[config.mk]
export PLATFORM = sky130hd
export DESIGN_NAME = ls74161_flat
export DESIGN_NICKNAME = d
export VERILOG_FILES = /design/src/rtl/ls_pkg.sv /design/src/rtl/ls74161_if.sv /design/src/rtl/ls74161_cell.sv /design/src/rtl/ls74161.sv /design/src/flat_wrapper.sv
export SDC_FILE = /design/constraint.sdc
export NUM_CORES = 1
export LEC_CHECK = 0
export ABC_AREA = 1
export CAP_MARGIN = 10
export CORE_AREA = 2 2 39 41
export CTS_CLUSTER_DIAMETER = 80
export DETAILED_ROUTE_END_ITERATION = 12
export DIE_AREA = 0 0 41 43
export SYNTH_ARGS = -nofsm -noshare
export SYNTH_HDL_FRONTEND = slang
export SYNTH_SLANG_ARGS = --single-unit
[constraint.sdc]
create_clock -name clk -period 1.6 [get_ports clk]
set_input_delay 0.24 -clock clk [delete_from_list [all_inputs] [get_ports clk]]
set_output_delay 0.24 -clock clk [all_outputs]
set_load 0.005 [all_outputs]
[src/rtl/ls_pkg.sv]
// ls_pkg: shared constants, terminal-value helpers and the per-edge operation encoding.
package ls_pkg;
  localparam int LS_NIBBLE = 4;
  typedef enum logic [1:0] {OP_RESET, OP_LOAD, OP_COUNT, OP_HOLD} ls_cnt_op_t;
  function automatic logic [15:0] LS_ALL_ONES(input int w);
    return 16'hFFFF >> (16 - w);
  endfunction
  function automatic logic [15:0] LS_ZERO(input int w);
    return 16'h0000 & LS_ALL_ONES(w);
  endfunction
endpackage

[src/rtl/ls74161_if.sv]
// ls74161_if: control/data bundle of one counter slice; dn exists only with LS74161_DOWN_EN.
interface ls74161_if #(parameter int WIDTH = 4);
  logic             load_n;
  logic             enp;
  logic             ent;
  logic [WIDTH-1:0] d;
  logic [WIDTH-1:0] q;
  logic             rco;
`ifdef LS74161_DOWN_EN
  logic             dn;
`endif
  modport master (
`ifdef LS74161_DOWN_EN
    output dn,
`endif
    output load_n, enp, ent, d, input q, rco);
  modport slave (
`ifdef LS74161_DOWN_EN
    input dn,
`endif
    input load_n, enp, ent, d, output q, rco);
endinterface

[src/rtl/ls74161_cell.sv]
// ls74161_cell: one counter bit; toggles on count when every lower bit is at its terminal value.
module ls74161_cell
  import ls_pkg::*;
(
  input  logic       clk,
  input  ls_cnt_op_t i_op,
  input  logic       i_d,
  input  logic       i_t,
  input  logic       i_dn,
  output logic       o_q,
  output logic       o_t
);
  logic r_q;
  always_ff @(posedge clk)
    r_q <= i_op == OP_RESET ? 1'b0 :
           i_op == OP_LOAD ? i_d :
           (i_op == OP_COUNT && i_t) ? ~r_q : r_q;
  // carry chain: up passes on ones, down passes on zeros
  assign o_q = r_q;
  assign o_t = i_t & (r_q ^ i_dn);
endmodule

[src/rtl/ls74161.sv]
// ls74161: synchronous presettable binary counter slice with ripple-carry output.
// Define LS74161_DOWN_EN to add the dn (count down) input.
module ls74161
  import ls_pkg::*;
#(
  parameter int WIDTH = LS_NIBBLE
) (
  input logic     clk,
  input logic     rst,
  ls74161_if.slave bus
);
  ls_cnt_op_t       w_op;
  logic [WIDTH:0]   w_t;
  logic [WIDTH-1:0] w_q;
  logic             w_dn;
`ifdef LS74161_DOWN_EN
  assign w_dn = bus.dn;
`else
  assign w_dn = 1'b0;
`endif
  always_comb
    w_op = rst ? OP_RESET : !bus.load_n ? OP_LOAD : (bus.enp && bus.ent) ? OP_COUNT : OP_HOLD;
  assign w_t[0] = 1'b1;
  for (genvar i = 0; i < WIDTH; i++) begin : g_cell
    ls74161_cell u_cell (
      .clk  (clk),
      .i_op (w_op),
      .i_d  (bus.d[i]),
      .i_t  (w_t[i]),
      .i_dn (w_dn),
      .o_q  (w_q[i]),
      .o_t  (w_t[i+1])
    );
  end
  assign bus.q   = w_q;
  assign bus.rco = bus.ent & w_t[WIDTH];
endmodule
[src/flat_wrapper.sv]
// flat-port wrapper written by rule: the top's interface ports become plain ports
module ls74161_flat import ls_pkg::*;
#(
  parameter int WIDTH = LS_NIBBLE
)
  (clk, rst, bus_load_n, bus_enp, bus_ent, bus_d, bus_q, bus_rco);
  ls74161_if #(.WIDTH(WIDTH)) bus_i ();
  input logic clk;
  input logic rst;
  input wire logic [$bits(bus_i.load_n)-1:0] bus_load_n;
  input wire logic [$bits(bus_i.enp)-1:0] bus_enp;
  input wire logic [$bits(bus_i.ent)-1:0] bus_ent;
  input wire logic [$bits(bus_i.d)-1:0] bus_d;
  output wire logic [$bits(bus_i.q)-1:0] bus_q;
  output wire logic [$bits(bus_i.rco)-1:0] bus_rco;
  assign bus_i.load_n = bus_load_n;
  assign bus_i.enp = bus_enp;
  assign bus_i.ent = bus_ent;
  assign bus_i.d = bus_d;
  assign bus_q = bus_i.q;
  assign bus_rco = bus_i.rco;
  ls74161 #(.WIDTH(WIDTH)) u_core (.clk(clk), .rst(rst), .bus(bus_i));
endmodule
Word-level counts from Yosys, hierarchy flattened
Index checks and enable logic that the tools add are counted.
{"block": "totals", "register_bits": 4, "in_bits": 9, "output_inout_bits": 5, "word_cells": 34}
{"block": "classes", "n_eq_ne": 2, "mux": 11, "bitwise_logic": 8, "reduce_logical": 9}
{"operator": "$mux 1", "n": 9}
{"operator": "$reduce_bool 2->1", "n": 4}
{"operator": "$and 1x1->1", "n": 4}
{"operator": "$logic_and 1x1->1", "n": 4}
{"operator": "$mux 2", "n": 2}
{"operator": "$not 1->1", "n": 4}
{"operator": "$eq 2x1->1 const B", "n": 1}
{"operator": "$eq 2x2->1 const B", "n": 1}
{"operator": "$logic_not 2->1", "n": 1}

Depth between registers and ports, before layout
Gate-level depths: netlist (run 1).
{"block": "depth", "depth_word": 8, "mapped_depth": 7, "ltp_nobuf": 7}

Modules after synthesis
A second synthesis (run 1) with hierarchy kept.
{"block": "unflattened", "hier_cells": 66, "hier_area_um2": 324.1}
{"mod": "ls74161_cell", "instances": 4, "cells_each": 14, "area_per_inst_um2": 71.3, "seq_area_each_um2": 20.0}
{"mod": "ls74161", "instances": 1, "cells_each": 10, "area_per_inst_um2": 38.8, "seq_area_each_um2": 0.0}

Worst setup path before layout (run 1)
Ideal clock, no wire load.
{"block": "synth_timing", "path_type": "reg2reg", "from": "register u_core.g_cell[0].u_cell.r_q", "to": "register u_core.g_cell[3].u_cell.r_q", "setup_ns": 0.115, "t_arrival_ns": 0.756, "required_time_ns": 1.485, "path_slack_ns": 0.729, "path_stages_with_launch": 6, "n_path_buf": 0, "synth_period_minus_slack_ns": 0.871, "cell_sequence": "dfxtp_1 -> nand3_1 -> inv_1 -> nand2_2 -> a21oi_1 -> nor2_1"}
{"block": "synth_between", "elab_chain_len": 4}
{"item": "from (decl)", "line": "ls74161_cell.sv:13", "source": "logic r_q;"}
{"item": "from (signal assigned)", "line": "ls74161_cell.sv:15", "source": "r_q <= i_op == OP_RESET ? 1'b0 :"}
{"item": "$and 1x1->1 (2 in a row)", "line": "ls74161_cell.sv:20", "source": "assign o_t = i_t & (r_q ^ i_dn);"}
{"item": "$logic_and 1x1->1", "line": "ls74161_cell.sv:17", "source": "(i_op == OP_COUNT && i_t) ? ~r_q : r_q;"}
{"item": "$reduce_bool 2->1 (no line)"}
{"item": "to (signal assigned)", "line": "ls74161_cell.sv:15"}
{"item": "to (decl)", "line": "ls74161_cell.sv:13"}
Every way passes these cells.
A chain may end at the register's enable or synchronous reset.

Worst setup path after layout (run 1)
{"block": "layout_timing", "from": "register u_core.g_cell[0].u_cell.r_q", "to": "output bus_q[0]"}
{"item": "to (decl)", "line": "flat_wrapper.sv:14", "source": "output wire logic [$bits(bus_i.q)-1:0] bus_q;"}
No word-level cell between the ends.

==> results.cfg, run 1 <==
[floorplan]
die_y_um = 43
die_width_um = 41
dieArea_um2 = 1763
initial_core_util_pct = 19.80
core_area_um2 = 1384
core.rowCount = 14
ios = 14

[finish]
drive_gt1_share_pct = 16.07
final_cells = 72
largest_reg_flops = 4
areaGrowthSynthToFinish_pct = 51.60
antenna_cells = 0
final_nets = 67
fin_util_pct = 30.02
final_area_um2 = 415.4

[logic_synthesis]
synth_area_leaders = dfxtp_1 (29%), nand2_1 (22%), buf_4 (11%), inv_1 (6.8%), nand2_2 (4.6%)
syn_area_um2 = 274.0
synthTopCellsByCount = nand2_1 (16), inv_1 (5), buf_4 (4), dfxtp_1 (4), nor2_1 (3)
ys_seq_elements = 4
avgSynthCellArea_um2 = 6.228
synth_top_flop_cell = dfxtp_1
ys_warn_count = 0
syn_nets = 53
ys_seq_area_share_pct = 29.22
synth_top_area_share_pct = 29.22
synthCells = 44
synth_edf_count = 0
yosys.cell_count.top_type = nand2_1
yosysUniqueCellTypes = 14
synthArstFlopShare_pct = 0
yosysTopAreaCell = dfxtp_1

[clock_network]
cts_tree = done
hold_buffers = 0
cts_made_buffers = 3
clock_path_buffers = 2
clkTransAtPathRegs_ns = 0.04
clock-sinks = 4
clockRootBuffer = clkbuf_4
clk_latency_ns = 0.23
h-tree-depth = 1

[grt]
grt_max_degree = 7
grt_use_total_pct = 8.643
grt_pass1_vias = 272
grt_pass1_wl_um = 979
antenna_found_initial = 0
overflow = 0

[power]
ir_drop_v = 0.0002039
power_density_nw_per_um2 = 706.1
p_leak_nw = 0.1980
power_mw = 0.2933

[hold_path]
hold_path_end = u_core.g_cell[2].u_cell.o_q$_SDFFE_PN0P_
min_path_type = flip-flop to flip-flop
hold_path_startpoint = u_core.g_cell[2].u_cell.o_q$_SDFFE_PN0P_
hold_depth = 4

[worst_setup_path]
crit_path_end_kind = output port
arrival_ns = 1.12
path_buf_inv = 1
cp.required_ns = 1.36
max_stage_delay_ns = 0.52
crit_type = flip-flop to output port
reg2reg_to = u_core.g_cell[3].u_cell.o_q$_SDFFE_PN0P_
path_cells = clkdlybuf4s50_1
r2r_start = u_core.g_cell[0].u_cell.o_q$_SDFFE_PN0P_
rrSetupSlack_ns = 0.65
critPathSlowestCell = clkdlybuf4s50_1
reg2reg_depth = 5
worstPathMaxFanout = 5
startpoint_type = flip-flop
critPathTopFamily = buffers and inverters

[timing]
finalSetupTns_ns = 0
period_share_pct = 85.21
fin_skew_ns = 0.003604
fmax_ghz = 0.7335
finalSetupViolations = 0
finalCriticalPeriod_ns = 1.363
hold_viol_final = 0
rsz0062_at_grt = no
slew-limit-headroom_pct = 84.10
holdWs_ns = 0.5497
final_max_slew_viol_count = 0
worst_pin_slew_ns = 0.2382
finalWorstSetupSlack_ns = 0.2366

[route]
drt_iter0_drc = 2
ant_nets = 0
drcViolationCount = 0
dr.pass1.iters = 2
vias = 273
wirelength_um = 533
via_per_inst = 3.792
wl_per_cell_um = 7.403

[place]
post-place-ws_ns = -0.006339
place_inst = 69
post_dp_cell_area_um2 = 394.1
port_buffers = 13
gp_congestion = 0.6935
dp_hpwl_um = 442.5

[run]
maxCapViolCount = 0

[outcome]
status = finished clean
[cells in the final DEF (no fill, tap or decap)]
master / n
inv_2: 1
o21ai_0: 1
a21oi_1: 2
clkdlybuf4s50_1: 12
nand3_1: 2
clkbuf_4: 3
inv_1: 5
dlygate4sd2_1: 1
nand2_2: 2
nor2_2: 1
nand2_1: 16
nor2_4: 1
dfxtp_1: 4
o21ai_1: 1
nor2_1: 3
nand3_2: 1
[cells by family (layout without fill, tap and decap cells)]
kind of cell / count (synthesis) / after routing / synth area share, %
compound gates: 4 / 4 / 7.303
buf+inv: 10 / 22 / 19.18
flops: 4 / 4 / 29.22
simple gates: 26 / 26 / 44.29
[what timing repair did]
item,4_1_cts,5_1_grt
gates resized for setup,1,0
endpoints found under the setup margin,1,0
setup buffers,0,0
[per-layer routing]
layer	GRT usage, %	routed length, um
met1	8.065	233
met2	13.44	253
met3	3.141	47
met4	8.000	0
met5	0	0
[report_power, final]
group          total [mW]  leakage, nW  internal [mW]  switching [mW]
logic              0.0596        0.151         0.0373          0.0223
clock network       0.120       0.0138         0.0836          0.0368
registers           0.113       0.0331          0.107         0.00618
total               0.293        0.198          0.228          0.0652
[area by class of cell]
type                       instances  area, um^2
sequential                         4       80.08
fill                             160       968.4
timing repair buffer              13       128.9
clock buffer                       3       22.52
inverter                           6       22.52
multi-input combinational         30       141.4
tap                               16       20.02
[worst max-delay path by stage]
| stage | start | end | slack [ns] | cells after the start |
|---|---|---|---|---|
| floorplan | u_core.g_cell[0].u_cell.o_q$_SDFFE_PN0P_ | u_core.g_cell[3].u_cell.o_q$_SDFFE_PN0P_ | 0.73 | 5 |
| global placement | bus_ent | bus_rco | 0.01 | 4 |
| detailed placement | bus_ent | bus_rco | -0.006 | 4 |
| CTS | u_core.g_cell[0].u_cell.o_q$_SDFFE_PN0P_ | bus_q[0] | 0.22 | 1 |
| global route | u_core.g_cell[1].u_cell.o_q$_SDFFE_PN0P_ | bus_q[1] | 0.18 | 1 |
| finish | u_core.g_cell[0].u_cell.o_q$_SDFFE_PN0P_ | bus_q[0] | 0.24 | 1 |
(Power assumes the default switching activity.)
==> inputs of run 2 (changes only) <==
--- a/config.mk
+++ b/config.mk
@@ -11,6 +11,7 @@
 export CTS_CLUSTER_DIAMETER = 80
 export DETAILED_ROUTE_END_ITERATION = 12
 export DIE_AREA = 0 0 41 43
+export SLEW_MARGIN = 40
 export SYNTH_ARGS = -nofsm -noshare
 export SYNTH_HDL_FRONTEND = slang
 export SYNTH_SLANG_ARGS = --single-unit
==> constraint.sdc (replaced) <==
create_clock -name clk -period 1.6 [get_ports clk]
set_input_delay 0.16 -clock clk [delete_from_list [all_inputs] [get_ports clk]]
set_output_delay 0.16 -clock clk [all_outputs]
set_load 0.005 [all_outputs]
==> run 2 against run 1 <==
Sequential power about the same; combinational power about the same; clock skew unchanged; highest routed layer unchanged; clock power about the same; design area increased by 0.30%; final cell count unchanged; critical path type unchanged; setup slack got worse by 0.11 ns; sequential cell count unchanged; die area unchanged; critical endpoint is now bus_rco; global-route usage unchanged.
==> results.cfg, run 2 (synthesis results as in run 1) <==
[worst_setup_path]
arrival_ns = 1.32
cp.required_ns = 1.44
critPathTopFamily = buffers and inverters
rrSetupSlack_ns = 0.65
startpoint_type = flip-flop
path_buf_inv = 1
r2r_start = u_core.g_cell[0].u_cell.o_q$_SDFFE_PN0P_
endpoint = bus_rco
crit_path_end_kind = output port
reg2reg_to = u_core.g_cell[3].u_cell.o_q$_SDFFE_PN0P_
crit_type = flip-flop to output port
reg2reg_depth = 5
max_stage_delay_ns = 0.50
worstSetupStartpoint = u_core.g_cell[0].u_cell.o_q$_SDFFE_PN0P_
worstSetupPathDepth = 3
worstPathMaxFanout = 5
critPathSlowestCell = clkdlybuf4s50_1
path_cells = nand3_1 -> nor2_1 -> clkdlybuf4s50_1

[timing]
holdWs_ns = 0.4707
fmax_ghz = 0.6774
finalWorstSetupSlack_ns = 0.1238
fin_skew_ns = 0.003604
rsz0062_at_grt = no
worst_pin_slew_ns = 0.2382
hold_viol_final = 0
finalCriticalPeriod_ns = 1.476
period_share_pct = 92.26
slew-limit-headroom_pct = 84.10
final_max_slew_viol_count = 0
finalSetupViolations = 0
finalSetupTns_ns = 0

[power]
ir_drop_v = 0.0002039
power_mw = 0.2933
power_density_nw_per_um2 = 704.0
p_leak_nw = 0.1932

[route]
via_per_inst = 3.792
drcViolationCount = 0
wl_per_cell_um = 7.403
wirelength_um = 533
drt_iter0_drc = 2
dr.pass1.iters = 2
ant_nets = 0
vias = 273

[finish]
multiInputGateArea_um2 = 141.4
final_cells = 72
antenna_cells = 0
fin_util_pct = 30.11
final_common_cell = nand2_1
areaGrowthSynthToFinish_pct = 52.05
fillers = 160
layout.cells.most_common_list = nand2_1 (16), clkdlybuf4s50_1 (13), inv_1 (5), dfxtp_1 (4)
largest_reg_flops = 4
final_nets = 67
drive_gt1_share_pct = 16.07
seqCellArea_um2 = 80.08
final_area_um2 = 416.7

[clock_network]
clockRootBuffer = clkbuf_4
cts_resized = 0
clock-sinks = 4
cts_made_buffers = 3
hold_buffers = 0
clk_latency_ns = 0.23
h-tree-depth = 1
clock_path_buffers = 2
post_cts_buffers = 0
clkTransAtPathRegs_ns = 0.04
cts_tree = done

[grt]
grt_pass1_vias = 272
grt_use_total_pct = 8.643
antenna_found_initial = 0
grt_pass1_wl_um = 979
overflow = 0
grt_max_degree = 7

[run]
maxCapViolCount = 0

[place]
post_dp_cell_area_um2 = 394.1
port_buffers = 13
gp_congestion = 0.6936
place_inst = 69
post-place-ws_ns = 0.1537
dp_hpwl_um = 442.5

[floorplan]
die_y_um = 43
ios = 14
core.rowCount = 14
initial_core_util_pct = 19.80
die_width_um = 41
dieArea_um2 = 1763
core_area_um2 = 1384

[outcome]
status = finished clean

[hold_path]
min_path_type = input port to flip-flop
[run 2: final cells by class]
type                            instances  share of cell area [%]
Clock buffer                            3                   5.405
Multi-Input combinational cell         30                   33.93
Sequential cell                         4                   19.22
Inverter                                6                   5.405
Timing Repair Buffer                   13                   31.23
Tap cell                               16                   4.805
[run 2: power by group]
part           switching, mW  total (mW)  internal (mW)
logic                 0.0223      0.0596         0.0373
clock network         0.0368       0.120         0.0836
registers            0.00618       0.113          0.107
total                 0.0652       0.293          0.228
[run 2: routing by layer]
layer	part of all wire [%]	vias to the layer above	track usage, %
met2	47	8	13.44
met1	44	110	8.065
met3	8.6	0	3.141
met4	0	0	8.000
met5	0	-	0
li1	-	155	-
[run 2: how the worst min path moves through the flow]
stage                                                         from                                  endpoint  depth (start not counted)
after floorplan                                           bus_d[1]  u_core.g_cell[1].u_cell.o_q$_SDFFE_PN0P_                          2
after detailed placement  u_core.g_cell[2].u_cell.o_q$_SDFFE_PN0P_  u_core.g_cell[2].u_cell.o_q$_SDFFE_PN0P_                          4
final                                                     bus_d[2]  u_core.g_cell[2].u_cell.o_q$_SDFFE_PN0P_                          3
after global placement    u_core.g_cell[2].u_cell.o_q$_SDFFE_PN0P_  u_core.g_cell[2].u_cell.o_q$_SDFFE_PN0P_                          4
after global routing                                      bus_d[0]  u_core.g_cell[0].u_cell.o_q$_SDFFE_PN0P_                          3
after CTS                                                 bus_d[2]  u_core.g_cell[2].u_cell.o_q$_SDFFE_PN0P_                          3
[run 2: tightest hold or removal path, cell delays in order]
cell	delay, ns
clkdlybuf4s50_1	0.39
nand2_1	0.06
nand2_1	0.04
